==> src/rtl/ea_pkg.sv <==
// Shared types for the LC-3 effective-address / immediate sequencer.
package ea_pkg;

  typedef enum logic [3:0] {
    OPC_BR   = 4'h0,
    OPC_ADD  = 4'h1,
    OPC_LD   = 4'h2,
    OPC_ST   = 4'h3,
    OPC_JSR  = 4'h4,
    OPC_AND  = 4'h5,
    OPC_LDR  = 4'h6,
    OPC_STR  = 4'h7,
    OPC_RTI  = 4'h8,
    OPC_NOT  = 4'h9,
    OPC_LDI  = 4'hA,
    OPC_STI  = 4'hB,
    OPC_JMP  = 4'hC,
    OPC_RES  = 4'hD,
    OPC_LEA  = 4'hE,
    OPC_TRAP = 4'hF
  } opcode_e;

  typedef enum logic [1:0] {
    KindPcRel   = 2'd0,
    KindBaseRel = 2'd1,
    KindImm     = 2'd2,
    KindNone    = 2'd3
  } ea_kind_e;

  typedef enum logic [1:0] {
    StIdle = 2'd0,
    StExt  = 2'd1,
    StAdd  = 2'd2,
    StHold = 2'd3
  } state_e;

  typedef enum logic [1:0] {
    BselPc    = 2'd0,
    BselBaseR = 2'd1,
    BselZero  = 2'd2
  } base_sel_e;

endpackage

==> src/rtl/ea_sext.sv <==
// Combinational IN_W -> 16-bit sign extender.
module ea_sext #(
  parameter int unsigned IN_W = 5
) (
  input  logic [IN_W-1:0] i_val,
  output logic [15:0]     o_val
);

  assign o_val = {{(16 - IN_W){i_val[IN_W-1]}}, i_val};

endmodule

==> src/rtl/ea_gen_ctrl.sv <==
// LC-3 effective-address / immediate sequencer: IDLE -> EXT -> ADD -> HOLD.
// Optional completed-transfer counter enabled by defining EA_PERF_CNT_EN.
module ea_gen_ctrl
  import ea_pkg::*;
#(
  parameter int unsigned DATA_W = 16,
  parameter int unsigned PERF_W = 16
) (
  input  logic              Clk,
  input  logic              Reset,
  input  logic              req_valid,
  output logic              req_ready,
  input  logic [15:0]       ir,
  input  logic [15:0]       pc,
  input  logic [15:0]       base_r,
  output logic              rsp_valid,
  input  logic              rsp_ready,
  output logic [15:0]       ea,
  output logic [1:0]        kind,
  output logic              illegal
`ifdef EA_PERF_CNT_EN
  ,
  output logic [PERF_W-1:0] perf_cnt
`endif
);

  if (DATA_W != 16 || PERF_W == 0) begin : g_bad_cfg
    $error("ea_gen_ctrl: only DATA_W=16 and PERF_W>0 are supported");
  end

  state_e    r_state;
  logic      r_req_ready, r_rsp_valid, r_illegal, r_ill_dec;
  logic [15:0] r_ir, r_pc, r_base, r_sext, r_ea;
  base_sel_e r_bsel;
  ea_kind_e  r_kind, r_kind_dec;

  logic [15:0] w_sext5, w_sext6, w_sext9, w_sext11, w_sext, w_base;
  base_sel_e   w_bsel;
  ea_kind_e    w_kind;
  logic        w_illegal;

  ea_sext #(.IN_W(5))  u_sext5  (.i_val(r_ir[4:0]),  .o_val(w_sext5));
  ea_sext #(.IN_W(6))  u_sext6  (.i_val(r_ir[5:0]),  .o_val(w_sext6));
  ea_sext #(.IN_W(9))  u_sext9  (.i_val(r_ir[8:0]),  .o_val(w_sext9));
  ea_sext #(.IN_W(11)) u_sext11 (.i_val(r_ir[10:0]), .o_val(w_sext11));

  // Decode of the captured IR; consumed only in EXT.
  always_comb begin
    w_sext    = '0;
    w_bsel    = BselZero;
    w_kind    = KindNone;
    w_illegal = 1'b0;
    unique case (opcode_e'(r_ir[15:12]))
      OPC_BR, OPC_LD, OPC_LDI, OPC_LEA, OPC_ST, OPC_STI: begin
        w_sext = w_sext9;
        w_bsel = BselPc;
        w_kind = KindPcRel;
      end
      OPC_JSR: begin
        if (r_ir[11]) begin
          w_sext = w_sext11;
          w_bsel = BselPc;
          w_kind = KindPcRel;
        end else begin
          w_bsel = BselBaseR;
          w_kind = KindBaseRel;
        end
      end
      OPC_JMP: begin
        w_bsel = BselBaseR;
        w_kind = KindBaseRel;
      end
      OPC_LDR, OPC_STR: begin
        w_sext = w_sext6;
        w_bsel = BselBaseR;
        w_kind = KindBaseRel;
      end
      OPC_ADD, OPC_AND: begin
        if (r_ir[5]) begin
          w_sext = w_sext5;
          w_kind = KindImm;
        end
      end
      OPC_RTI, OPC_RES: w_illegal = 1'b1;
      default: ;
    endcase
  end

  always_comb begin
    w_base = '0;
    case (r_bsel)
      BselPc:    w_base = r_pc;
      BselBaseR: w_base = r_base;
      default:   w_base = '0;
    endcase
  end

  always_ff @(posedge Clk or posedge Reset) begin
    if (Reset) begin
      r_state     <= StIdle;
      r_req_ready <= 1'b0;
      r_rsp_valid <= 1'b0;
      r_ir        <= '0;
      r_pc        <= '0;
      r_base      <= '0;
      r_sext      <= '0;
      r_bsel      <= BselZero;
      r_kind_dec  <= KindPcRel;
      r_ill_dec   <= 1'b0;
      r_ea        <= '0;
      r_kind      <= KindPcRel;
      r_illegal   <= 1'b0;
    end else begin
      case (r_state)
        StIdle: begin
          if (r_req_ready && req_valid) begin
            r_ir        <= ir;
            r_pc        <= pc;
            r_base      <= base_r;
            r_req_ready <= 1'b0;
            r_state     <= StExt;
          end else begin
            r_req_ready <= 1'b1;
          end
        end
        StExt: begin
          r_sext     <= w_sext;
          r_bsel     <= w_bsel;
          r_kind_dec <= w_kind;
          r_ill_dec  <= w_illegal;
          r_state    <= StAdd;
        end
        StAdd: begin
          r_ea        <= w_base + r_sext;
          r_kind      <= r_kind_dec;
          r_illegal   <= r_ill_dec;
          r_rsp_valid <= 1'b1;
          r_state     <= StHold;
        end
        StHold: begin
          if (rsp_ready) begin
            r_rsp_valid <= 1'b0;
            r_req_ready <= 1'b1;
            r_state     <= StIdle;
          end
        end
        default: r_state <= StIdle;
      endcase
    end
  end

  assign req_ready = r_req_ready;
  assign rsp_valid = r_rsp_valid;
  assign ea        = r_ea;
  assign kind      = r_kind;
  assign illegal   = r_illegal;

`ifdef EA_PERF_CNT_EN
  logic [PERF_W-1:0] r_perf;
  logic              w_xfer;

  assign w_xfer = (r_state == StHold) && rsp_ready;

  always_ff @(posedge Clk or posedge Reset) begin
    if (Reset) begin
      r_perf <= '0;
    end else if (w_xfer && (r_perf != {PERF_W{1'b1}})) begin
      r_perf <= r_perf + 1'b1;
    end
  end

  assign perf_cnt = r_perf;
`endif

endmodule

==> config.mk <==
export PLATFORM = sky130hd
export DESIGN_NAME = ea_gen_ctrl
export DESIGN_NICKNAME = d
export VERILOG_FILES = /design/src/rtl/ea_pkg.sv /design/src/rtl/ea_sext.sv /design/src/rtl/ea_gen_ctrl.sv
export SDC_FILE = /design/constraint.sdc
export NUM_CORES = 1
export LEC_CHECK = 0
export BUFFER_PORTS_ARGS = -buffer_cell sky130_fd_sc_hd__buf_2
export CAP_MARGIN = 5
export CORE_ASPECT_RATIO = 0.6
export CORE_UTILIZATION = 63
export CTS_BUF_LIST = sky130_fd_sc_hd__clkbuf_8
export DETAILED_ROUTE_END_ITERATION = 10
export GPL_TIMING_DRIVEN = 1
export HOLD_SLACK_MARGIN = 0.02
export PLACE_DENSITY = 0.88
export SYNTH_ARGS = -nofsm -noshare
export SYNTH_HDL_FRONTEND = slang
export SYNTH_SLANG_ARGS = --single-unit
==> constraint.sdc <==
create_clock -name Clk -period 9.3 [get_ports Clk]
set_input_delay 2.79 -clock Clk [delete_from_list [all_inputs] [get_ports Clk]]
set_output_delay 2.79 -clock Clk [all_outputs]
set_load 0.01 [all_outputs]
Word-level counts from Yosys, hierarchy flattened
Cells that the tools add are included.
{ "totals": {"input_bits": 52, "regBits": 92, "out_inout_bits": 21} }
{ "op_classes": {"eq_ne": 19, "reduce_logical": 15, "n_addsub": 1, "muxes": 17} }
{ "op_table": {"columns": ["operator", "n"], "rows": [
  ["one-hot mux 16 bit (4 select lines)", 1],
  ["2-to-1 mux 16 bit", 2],
  ["one-hot mux 16 bit (2 select lines)", 1],
  ["== test 4 bit (second input constant)", 6],
  ["adder 16 bit", 1],
  ["== test 4 x 3 -> 1 bit (second input constant)", 4],
  ["one-hot mux 2 bit (4 select lines)", 2],
  ["== test 4 x 2 -> 1 bit (second input constant)", 2],
  ["AND reduction 2 bit", 4],
  ["2-to-1 mux 1 bit", 6],
  ["one-hot mux 2 bit (3 select lines)", 1],
  ["OR reduction 2 bit", 3],
  ["OR reduction 6 bit", 1],
  ["== test 2 x 1 -> 1 bit (second input constant)", 2],
  ["== test 2 bit (second input constant)", 2],
  ["== test 4 x 1 -> 1 bit (second input constant)", 1],
  ["logical NOT 2 bit", 2],
  ["logical NOT 4 bit", 1],
  ["2-to-1 mux 2 bit", 2],
  ["!= test 2 bit (second input constant)", 2],
  ["one-hot mux 1 bit (2 select lines)", 2],
  ["nonzero test 2 bit", 2],
  ["OR reduction 3 bit", 1],
  ["logical AND 1 bit", 1]
]} }

Logic depth before layout (Yosys ltp)
Gate-level depths: netlist of the first run.
{ "depth": {"depth_word": 3, "mapped_depth": 11} }

Cells and area by module
A second synthesis of the first run with hierarchy kept.
{ "unflattened": {"hier_cells": 539, "area_unflattened_um2": 5451.5} }
{ "modules_own_cells": {"columns": ["mod", "instances", "seq_area_each_um2", "cells_per_inst", "area_each_um2"], "rows": [
  ["ea_gen_ctrl", 1, 2303.5, 475, 4971.0],
  ["ea_sext", 4, 0.0, 16, 120.1]
]} }

Worst setup path after synthesis of the first run
Ideal clock, no wire load.
{ "synth_path": {"kind": "input-to-reg", "startpoint": "in req_valid", "endpoint": "reg r_base[10]", "path_buffers": 2, "path_stages": 4, "t_arrival_ns": 3.676, "t_required_ns": 9.175, "setup_ns": 0.125, "slack_ns": 5.499, "path_cell_list": "nand3_1 buf_2 buf_2 mux2_2"} }
{ "synth_via": {"elab_chain_len": 2} }
{ "synth_lines": {"columns": ["element", "line", "source"], "rows": [
  ["start: declaration", "ea_gen_ctrl.sv:11", "input logic req_valid,"],
  ["logical AND 1 bit", "ea_gen_ctrl.sv:116", "if (r_req_ready && req_valid) begin"],
  ["AND reduction 2 bit (no line)", null, null],
  ["end signal: assignment", "ea_gen_ctrl.sv:119", "r_base <= base_r;"],
  ["end: declaration", "ea_gen_ctrl.sv:33", "logic [15:0] r_ir, r_pc, r_base, r_sext, r_ea;"]
]} }
Every way passes these cells.
A chain may end at the register's enable or synchronous reset.

Worst setup path after layout of the first run
{ "layout_path": {"startpoint": "in req_valid", "endpoint": "reg r_base[15]"} }
Same word-level chain as after synthesis.

==> results of run 1 <==
==> cells by family after synthesis <==
group	count (synthesis)	share of synthesized area, %
AO/OA/AOI/OAI	93	14.82
buffers and inverters	33	3.363
multiplexers	75	17.99
AND/OR/NAND/NOR	89	9.268
flip-flops	87	47.59
XOR/XNOR	7	1.340
adder cells (fa/ha/maj)	20	5.632
==> per-layer routing <==
layer,routed length (um),part of all wire (%)
met3,753,7.3
met1,4782,46
met2,4630,45
met5,0,0
met4,175,1.7
==> flip-flops by register name, indices dropped and copies added, names as in the netlist <==
register and cells:
ea 16, illegal 1, kind 2, r_base 16
r_bsel 2, r_ill_dec 1, r_ir 16, r_kind_dec 2
r_pc 16, r_sext 11, r_state 2, req_ready 1
rsp_valid 1
==> critical path: cells and delay by family <==
| kind | cells | cell delay (ns) |
|---|---|---|
| muxes | 1 | 0.64 |
| and+or+nand+nor | 1 | 0.88 |
| buffers and inverters | 1 | 0.09 |
==> metrics by stage <==
step | instance area (um^2) | util (%)
floorplan | 4577 | -
global placement | 4962 | 72.45
detailed placement | 4962 | 72.45
CTS | 5165 | 75.41
global route | 5165 | 75.41
finish | 5165 | 75.41
==> power groups by stage <==
stage          registers [uW]  clock network [uW]  logic, uW
3_3_place_gp              709                   0        819
2_1_floorplan             666                   0        694
3_5_place_dp              724                   0        865
4_1_cts                   717                 277        875
6_report                  722                 275        880
5_1_grt                   740                 294        960
==> cell type report <==
class	count	area (um^2)	area share, %
well taps	87	108.9	2.108
repair buffers	74	375.4	7.267
flip-flops and latches	87	2178	42.18
clock inverters	6	65.06	1.260
clock buffers	10	137.6	2.665
inverters	13	50.05	0.9690
multi-input cells	284	2250	43.56
==> cell usage after synthesis (all sizes together), types with 4 or more instances <==
cell    instances  area, um^2
ha             19       237.7
mux2i          17       170.2
mux2           58       653.1
nand4           4       25.02
o21ai          17       88.83
buf            15       86.33
a21o            7       52.55
o211ai          4       30.03
a21oi          25       143.9
a22o            5       43.79
dfrtp          86        2152
xnor2           5       43.79
nand3           6       30.03
clkbuf          5       18.77
nor2           32       120.1
nor3            7       35.03
a221o           4       40.04
inv            13       48.80
nand2          24       90.09
==> cells in the final DEF (no fill, tap or decap), types with 3 or more instances in the layout <==
cell / synthesis / routed
dfrtp_1: 86 / 86
buf_2: 9 / 72
mux2_2: 58 / 58
nor2_1: 32 / 32
nand2_1: 24 / 24
a21oi_1: 22 / 22
ha_1: 19 / 19
mux2i_1: 17 / 17
o21ai_0: 15 / 15
inv_1: 13 / 13
clkbuf_8: 0 / 10
a21o_1: 7 / 7
nor3_1: 7 / 7
nand3_1: 6 / 5
xnor2_1: 5 / 5
a22o_1: 5 / 5
o211ai_1: 4 / 4
nand4_1: 4 / 4
a221o_1: 4 / 4
o21a_1: 3 / 3
o31ai_1: 3 / 3
and2_1: 3 / 3
inv_6: 0 / 3
==> final timing paths <==
path                       slack, ns    endpoint  startpoint  cells after the start
setup reg to reg                6.16      ea[10]   r_bsel[0]                     10
min in group asynchronous       2.73     r_ir[0]       Reset                      3
max in group asynchronous       5.86      ea[13]       Reset                      3
hold reg to reg                 0.48      ea[10]      ea[10]                      2
hold / removal                  0.48      ea[10]      ea[10]                      2
setup / recovery                5.13  r_base[15]   req_valid                      3
==> qor.csv, run 1 <==
metric,value,unit
num-fill-cells,453,
die_area,7621,um^2
first_pass_iters,9,
die_w,112.0,um
violations,design-rule violations,
place_hpwl,7399,um
place_ws,4.739,ns
ys_ff_latch,87,
hold_viol,0,
combPwrFrac,46.9,%
internal_power,1111,uW
drive_gt1_share,34.18,%
grt_most_used_layer,met2,
first_iter_violations,262,
pwr-share-seq,38.5,%
irDropWorstVdd,0.2542,mV
cts_inserted_buffers,9,
grt_pass1_wl,16470,um
cts_tree,yes,
synth_async_sr_flop_share,100.0,%
finalSetupViolCount,0,
power,1876,uW
power_leakage,0.002410,uW
global_route.usage.met1,39.85,%
gr-usage-met2,44.57,%
rsz0062_at_grt,no,
relSlewSlack,21.45,%
fin_hold_ws,0.4835,ns
worstSkewPairLatency,0.37,ns
setup_tns,0,ns
cts.path.max_buffers,2,
max_stage_delay,0.88,ns
period_share,44.83,%
h-tree-depth,3,
post_cts_buffers,0,
seq_area_frac_synth,47.59,%
power.density,363.3,nW/um^2
skew,0.006559,ns
fin_crit,4.169,ns
ys_warn_count,0,
grt_max_degree,88,
placed_cells,545,
synth_flop_cell,dfrtp_1,
met3_usage,8.946,%
final_nets,541,
avgSynthCellArea,11.33,um^2
clkTransAtPathRegs,0.09,ns
cts-root-buf,clkbuf_8,
cts_sinks,87,
routed_wl,10340,um
pin_count,73,
max_freq,0.2399,GHz
hp-class,reg2reg,
vias,3470,
antenna_cells,0,
power_frac_clock,14.6,%
netlist_instances,404,
critPathMaxFanout,49,
viasPerCell,6.185,
wl_per_cell,18.43,um
swShare,40.78,%
gp_congestion,0.9663,
fin_cells,561,
setup_slack,5.131,ns
slew_violations,0,
die_h,68.02,um
required,9.56,ns
ys_types,65,
antenna_left,0,
cts_hold_buf,0,
path_class,in2reg,
cap_violations,0,
cp_slowest_cell,nand3_2,
drc,2,
cts_resized,0,
start_util,66.82,%
antenna_found_initial,0,
core,6849,um^2
critPathLaunchType,primary input,
portBuffers,72,
grt_pass1_vias,3303,
worstSetupEndpointType,register,
synth_edf_count,0,
syn-cell-area,4577,um^2
synth.net_count,476,
outcome,finished with violations,
p_switching,765.2,uW
syn_to_final_growth,12.85,%
gr-total-overflow,0,
rows,23,
crit_arrival,4.43,ns
grt_use_total,28.98,%
tightest_slew,1.177,ns
crit_chain,"buf_2, nand3_2, mux2_2",
(Power assumes the default switching activity.)
==> run 2, diff against run 1 <==
--- a/config.mk
+++ b/config.mk
@@ -8,12 +8,12 @@
 export BUFFER_PORTS_ARGS = -buffer_cell sky130_fd_sc_hd__buf_2
 export CAP_MARGIN = 5
 export CORE_ASPECT_RATIO = 0.6
-export CORE_UTILIZATION = 63
+export CORE_UTILIZATION = 59
 export CTS_BUF_LIST = sky130_fd_sc_hd__clkbuf_8
 export DETAILED_ROUTE_END_ITERATION = 10
 export GPL_TIMING_DRIVEN = 1
 export HOLD_SLACK_MARGIN = 0.02
-export PLACE_DENSITY = 0.88
+export PLACE_DENSITY = 0.83
 export SYNTH_ARGS = -nofsm -noshare
 export SYNTH_HDL_FRONTEND = slang
 export SYNTH_SLANG_ARGS = --single-unit
==> constraint.sdc (replaced) <==
create_clock -name Clk -period 4 [get_ports Clk]
set_input_delay 1.2 -clock Clk [delete_from_list [all_inputs] [get_ports Clk]]
set_output_delay 1.2 -clock Clk [all_outputs]
set_load 0.01 [all_outputs]
==> run 2 against run 1 <==
- the flow now finishes without violations
- total power increased by 130%
- register-to-register slack lost 5.1 ns
- combinational power up 130%
- global-route usage shrank 2.0 points
- flip-flop and latch count unchanged
- utilization decreased by 4.9 points
- final area rose by 0.82%
- first-iteration DRC count fell by 19%
- worst setup slack worse by 4.0 ns
- highest routed layer unchanged
==> qor.csv, run 2 (synthesized netlist as in run 1, its figures left out) <==
metric,value,unit,change
first_pass_iters,5,,was 9
final_common_cell,dfrtp_1,,unchanged
portBuffers,72,,unchanged
fin_hold_ws,0.4911,ns,was 0.4835 ns
antenna_cells,0,,unchanged
grt_pass1_wl,16510,um,was 16470 um
antenna_left,0,,unchanged
outcome,"finished, final reports clean",,was finished with violations
path_class,reg2reg,,was in2reg
critPathMaxFanout,13,,was 49
gr-total-overflow,0,,unchanged
worst-path-buf-inv,1,,unchanged
pin_count,73,,unchanged
core,7387,um^2,was 6849 um^2
cts-root-buf,clkbuf_8,,unchanged
h-tree-depth,3,,unchanged
gp_congestion,0.8902,,was 0.9663
finalSetupViolCount,0,,unchanged
worstSkewPairLatency,0.37,ns,about the same
wl_per_cell,17.18,um,was 18.43 um
cts_tree,yes,,unchanged
grt_use_total,26.95,%,was 28.98%
drive_gt1_share,34.66,%,was 34.18%
grt_max_degree,88,,unchanged
hp-class,reg2reg,,unchanged
cts_inserted_buffers,9,,unchanged
period_share,72.79,%,
crit_chain,"buf_4, mux2i_1, nor2_1, ha_1, nand4_1, a2111oi_0, o21ai_0, nand4_1, nand3_1",,"was buf_2, nand3_2, mux2_2"
crit_arrival,3.18,ns,was 4.43 ns
place_hpwl,7354,um,was 7399 um
cp_top_family,flip-flops,,was simple AND/OR/NAND/NOR gates
cp_slowest_cell,dfrtp_1,,was nand3_2
die_w,115.7,um,was 112.0 um
max_stage_delay,0.78,ns,was 0.88 ns
irDropWorstVdd,0.4390,mV,was 0.2542 mV
fin_util,70.49,%,was 75.41%
cts.path.max_buffers,2,,unchanged
cts_resized,0,,unchanged
drc,0,,was 2
cap_violations,0,,unchanged
routed_wl,9963,um,was 10340 um
rows,24,,was 23
final_nets,543,,was 541
start_util,61.96,%,was 66.82%
rsz0062_at_grt,no,,unchanged
die_h,70.23,um,was 68.02 um
clkTransAtPathRegs,0.10,ns,was 0.09 ns
power.density,828.6,nW/um^2,was 363.3 nW/um^2
required,4.27,ns,was 9.56 ns
setup_tns,0,ns,unchanged
syn_to_final_growth,13.78,%,was 12.85%
r2r_slack,1.09,ns,was 6.16 ns
die_area,8125,um^2,was 7621 um^2
final_cell_mix,"dfrtp_1, buf_2, mux2_2",,unchanged
first_iter_violations,211,,was 262
cts_sinks,87,,unchanged
worstSetupEndpointType,register,,unchanged
fin_crit,2.911,ns,
relSlewSlack,55.70,%,was 21.45%
grt_pass1_vias,3228,,was 3303
hold_viol,0,,unchanged
tightest_slew,0.6646,ns,was 1.177 ns
antenna_found_initial,0,,unchanged
skew,0.01190,ns,was 0.006559 ns
critPathLaunchType,register,,was primary input
vias,3441,,was 3470
max_freq,0.3435,GHz,
post_cts_buffers,0,,unchanged
cpMostUsedCell,nand4_1,,
cts_hold_buf,0,,unchanged
power_leakage,0.002412,uW,was 0.002410 uW
slew_violations,0,,unchanged
viasPerCell,5.933,,was 6.185
==> run 2: worst paths after layout <==
check / end / from / cells past startpoint
setup reg to reg: ea[15] / r_bsel[0] / 9
min in group asynchronous: r_ir[0] / Reset / 3
hold reg to reg: ea[1] / ea[1] / 2
hold / removal: ea[1] / ea[1] / 2
max in group asynchronous: r_bsel[1] / Reset / 3
setup / recovery: ea[15] / r_bsel[0] / 9
==> run 2: tightest hold or removal path: stages, from the launching register on <==
cell and delay (ns):
dfrtp_1 0.35, nand2_1 0.05, o21ai_0 0.06
==> run 2: routing by layer <==
| metal | share of wire [%] | GRT usage (%) | wire length [um] | vias to the layer above |
|---|---|---|---|---|
| li1 | - | - | - | 1608 |
| met1 | 52 | 43.62 | 5197 | 1662 |
| met3 | 6.4 | 6.337 | 639 | 15 |
| met5 | 0 | 0 | 0 | - |
| met4 | 1.3 | 8.547 | 125 | 0 |
| met2 | 40 | 34.93 | 4001 | 156 |
==> run 2: final cells by class <==
type | count | area [um^2]
Multi-Input combinational cell | 284 | 2250
Fill cell | 567 | 2180
Sequential cell | 87 | 2178
Timing Repair Buffer | 76 | 402.9
Tap cell | 104 | 130.1
Clock buffer | 9 | 123.9
Clock inverter | 7 | 72.57
Inverter | 13 | 50.05
==> run 2: where the power goes <==
group	switching, uW	leakage, uW	total, uW	internal [uW]
sequential	353	0.00106	1660	1310
clock	370	0.0000974	616	246
combinational	1070	0.00126	2040	963
==> run 2: metrics by stage <==
step                      total power, uW  setup slack (ns)  instance area (um^2)  instances
final                                4315             1.089                  5207        580
after global routing                 4607            0.8368                  5207        580
after CTS                            4301             1.137                  5207        580
after detailed placement             3678             1.154                  5011        564
after global placement               3587             1.266                  5011        564
after floorplan                      3163            0.5515                  4577        404
==> run 3, diff against run 2 <==
--- a/config.mk
+++ b/config.mk
@@ -5,6 +5,7 @@
 export SDC_FILE = /design/constraint.sdc
 export NUM_CORES = 1
 export LEC_CHECK = 0
+export ABC_AREA = 1
 export BUFFER_PORTS_ARGS = -buffer_cell sky130_fd_sc_hd__buf_2
 export CAP_MARGIN = 5
 export CORE_ASPECT_RATIO = 0.6
==> constraint.sdc (replaced) <==
create_clock -name Clk -period 2.8 [get_ports Clk]
set_input_delay 0.84 -clock Clk [delete_from_list [all_inputs] [get_ports Clk]]
set_output_delay 0.84 -clock Clk [all_outputs]
set_load 0.01 [all_outputs]
==> run 3 against run 2 <==
- sequential share of layout area down 1.4 points
- critical endpoint is now ea[12]
- synthesized area up 1.7%
- largest power group unchanged
- clock power up 72%
- total power up 61%
- via count up 16%
- non-clock buffer count up 5
- critical path depth up 4
- highest routed layer unchanged
==> qor.csv, run 3 <==
metric,value,unit,change
irDropWorstVdd,0.6550,mV,was 0.4390 mV
power.density,1292,nW/um^2,was 828.6 nW/um^2
h-tree-depth,3,,unchanged
avgSynthCellArea,8.250,um^2,was 11.33 um^2
relSlewSlack,50.39,%,was 55.70%
first_pass_iters,5,,unchanged
num-fill-cells,601,,was 567
cts.path.max_buffers,2,,unchanged
synth_edf_count,0,,unchanged
critPathLaunchType,register,,unchanged
grt_max_degree,39,,was 88
setup_tns,0,ns,unchanged
power_leakage,0.002954,uW,was 0.002412 uW
fin_util,72.31,%,was 70.49%
routed_wl,10860,um,was 9963 um
tightest_slew,0.7425,ns,was 0.6646 ns
rows,24,,unchanged
slew_violations,0,,unchanged
crit_arrival,2.75,ns,was 3.18 ns
synth_area_leader_cell,dfrtp_1,,unchanged
start_util,62.48,%,was 61.96%
cpMostUsedCell,nand3_1,,was nand4_1
cts_sinks,87,,unchanged
clkTransAtPathRegs,0.09,ns,was 0.10 ns
drc,0,,unchanged
critPathMaxFanout,11,,was 13
grt_pass1_vias,3670,,was 3228
cts-root-buf,clkbuf_8,,unchanged
ys_ff_latch,87,,unchanged
synth_async_sr_flop_share,100.0,%,unchanged
max_freq,0.4007,GHz,was 0.3435 GHz
worstSetupEndpointType,register,,unchanged
skew,0.006652,ns,was 0.01190 ns
antenna_cells,0,,unchanged
placed_area,5141,um^2,was 5011 um^2
final_common_cell,nand2_1,,was dfrtp_1
grt_pass1_wl,18040,um,was 16510 um
cp_slowest_cell,fa_1,,was dfrtp_1
hold_viol,0,,unchanged
hp-class,reg2reg,,unchanged
crit_chain,"inv_1, nand2_1, o22ai_1, inv_1, fa_1, inv_1, nand3_1, nand3_1, nand3_1, nand3_1, nand2_1, nand3_1, nand2_1",,"was buf_4, mux2i_1, nor2_1, ha_1, nand4_1, a2111oi_0, o21ai_0, nand4_1, nand3_1"
seq_area_frac_synth,46.81,%,was 47.59%
fin_crit,2.496,ns,was 2.911 ns
synth_top_cell_area_share,46.25,%,was 47.02%
synth.net_count,636,,was 476
place_hpwl,8318,um,was 7354 um
syn_to_final_growth,15.73,%,was 13.78%
antenna_found_initial,0,,unchanged
rsz0062_at_grt,no,,unchanged
ys_types,37,,was 65
die_w,116.7,um,was 115.7 um
path_class,reg2reg,,unchanged
post_cts_buffers,0,,unchanged
final_cell_mix,"nand2_1, dfrtp_1, inv_1",,"was dfrtp_1, buf_2, mux2_2"
synth_area_leaders,"dfrtp_1, nand2_1, inv_1, ha_1, nand3_1",,"was dfrtp_1, mux2_2, ha_1, mux2i_1, nor2_1"
pin_count,73,,unchanged
die_area,8258,um^2,was 8125 um^2
antenna_left,0,,unchanged
final_nets,711,,was 543
outcome,"finished, final reports clean",,unchanged
netlist_instances,564,,was 404
worstSkewPairLatency,0.37,ns,about the same
synth.most_common_cell,nand2_1,,was dfrtp_1
wl_per_cell,14.54,um,was 17.18 um
viasPerCell,5.336,,was 5.933
synth_flop_cell,dfrtp_1,,unchanged
max_stage_delay,0.46,ns,was 0.78 ns
grt_use_total,29.27,%,was 26.95%
synthTopCellsByCount,"nand2_1, dfrtp_1, inv_1",,"was dfrtp_1, mux2_2, nor2_1"
period_share,89.13,%,was 72.79%
syn-cell-area,4653,um^2,was 4577 um^2
portBuffers,72,,unchanged
cts_resized,0,,unchanged
cap_violations,0,,unchanged
drive_gt1_share,21.15,%,was 34.66%
core,7447,um^2,was 7387 um^2
cts_tree,yes,,unchanged
ys_warn_count,0,,unchanged
die_h,70.79,um,was 70.23 um
required,3.06,ns,was 4.27 ns
design_area,5385,um^2,was 5207 um^2
gp_congestion,0.8591,,was 0.8902
cts_inserted_buffers,9,,unchanged
cts_hold_buf,0,,unchanged
finalSetupViolCount,0,,unchanged
gr-total-overflow,0,,unchanged
vias,3986,,was 3441
first_iter_violations,261,,was 211
-- run 3: changes by cell type after synthesis, sizes merged, moves of 4 or more --
cell	before	now
nand2	24	163
inv	13	77
mux2	58	22
nand3	6	40
mux2i	17	0
a21oi	25	41
nor2	32	44
a21o	7	0
o21ai	17	23
o22ai	2	8
a22o	5	0
buf	15	10
a221o	4	0
-- run 3: final timing paths --
check	startpoint	to	slack, ns	depth (start not counted)
hold reg to reg	illegal	illegal	0.48	2
max in group asynchronous	Reset	ea[4]	1.58	3
hold / removal	illegal	illegal	0.48	2
setup / recovery	r_bsel[1]	ea[12]	0.30	13
setup reg to reg	r_bsel[1]	ea[12]	0.30	13
min in group asynchronous	Reset	req_ready	0.58	2
-- run 3: power breakdown --
group	total [uW]	switching, uW	leakage [uW]	internal, uW
Sequential	2250	393	0.00102	1860
Combinational	3650	2250	0.00182	1400
Clock	1060	450	0.000119	613
Total	6960	3090	0.00295	3860
-- run 3: final cells by class --
class                   instances  area [um^2]  share of cell area (%)
clock buffers                  10        137.6                   2.556
repair buffers                 81        452.9                   8.411
inverters                      77        292.8                   5.437
well taps                     104        130.1                   2.416
clock inverters                 5        106.4                   1.975
multi-input cells             383         2087                   38.75
flip-flops and latches         87         2178                   40.45
-- run 3: cells by family (layout without fill, tap and decap cells) --
group | after synthesis | after routing | synth area share (%)
mux | 22 | 22 | 5.808
compound gates | 78 | 78 | 9.438
xor+xnor | 2 | 2 | 0.3765
buf+inv | 94 | 173 | 8.443
fa+ha+maj | 20 | 20 | 5.539
flops | 87 | 87 | 46.81
simple gates | 261 | 261 | 23.58
-- run 3: metrics by stage --
| stage | total power (uW) | worst slack, ns | cells | hold slack (ns) |
|---|---|---|---|---|
| 3_3_place_gp | 5683 | 0.5164 | 732 | 0.4484 |
| 4_1_cts | 6924 | 0.3590 | 747 | 0.4814 |
| 6_report | 6960 | 0.3043 | 747 | 0.4763 |
| 2_1_floorplan | 4845 | 0.6570 | 564 | 0.4462 |
| 5_1_grt | 7592 | 0.1012 | 747 | 0.4986 |
| 3_5_place_dp | 5843 | 0.3780 | 732 | 0.4595 |
-- run 3: per-layer routing --
| layer | global-route usage (%) | wire length [um] |
|---|---|---|
| met5 | 0 | 0 |
| met1 | 45.31 | 5320 |
| met3 | 7.798 | 952 |
| met2 | 41.09 | 4471 |
| met4 | 6.329 | 118 |
-- run 3: critical path: cells and delay by family (launching register included) --
kind,cells,cell delay [ns]
simple gates,8,0.84
compound gates,1,0.29
flops,1,0.37
buf+inv,3,0.43
fa+ha+maj,1,0.46
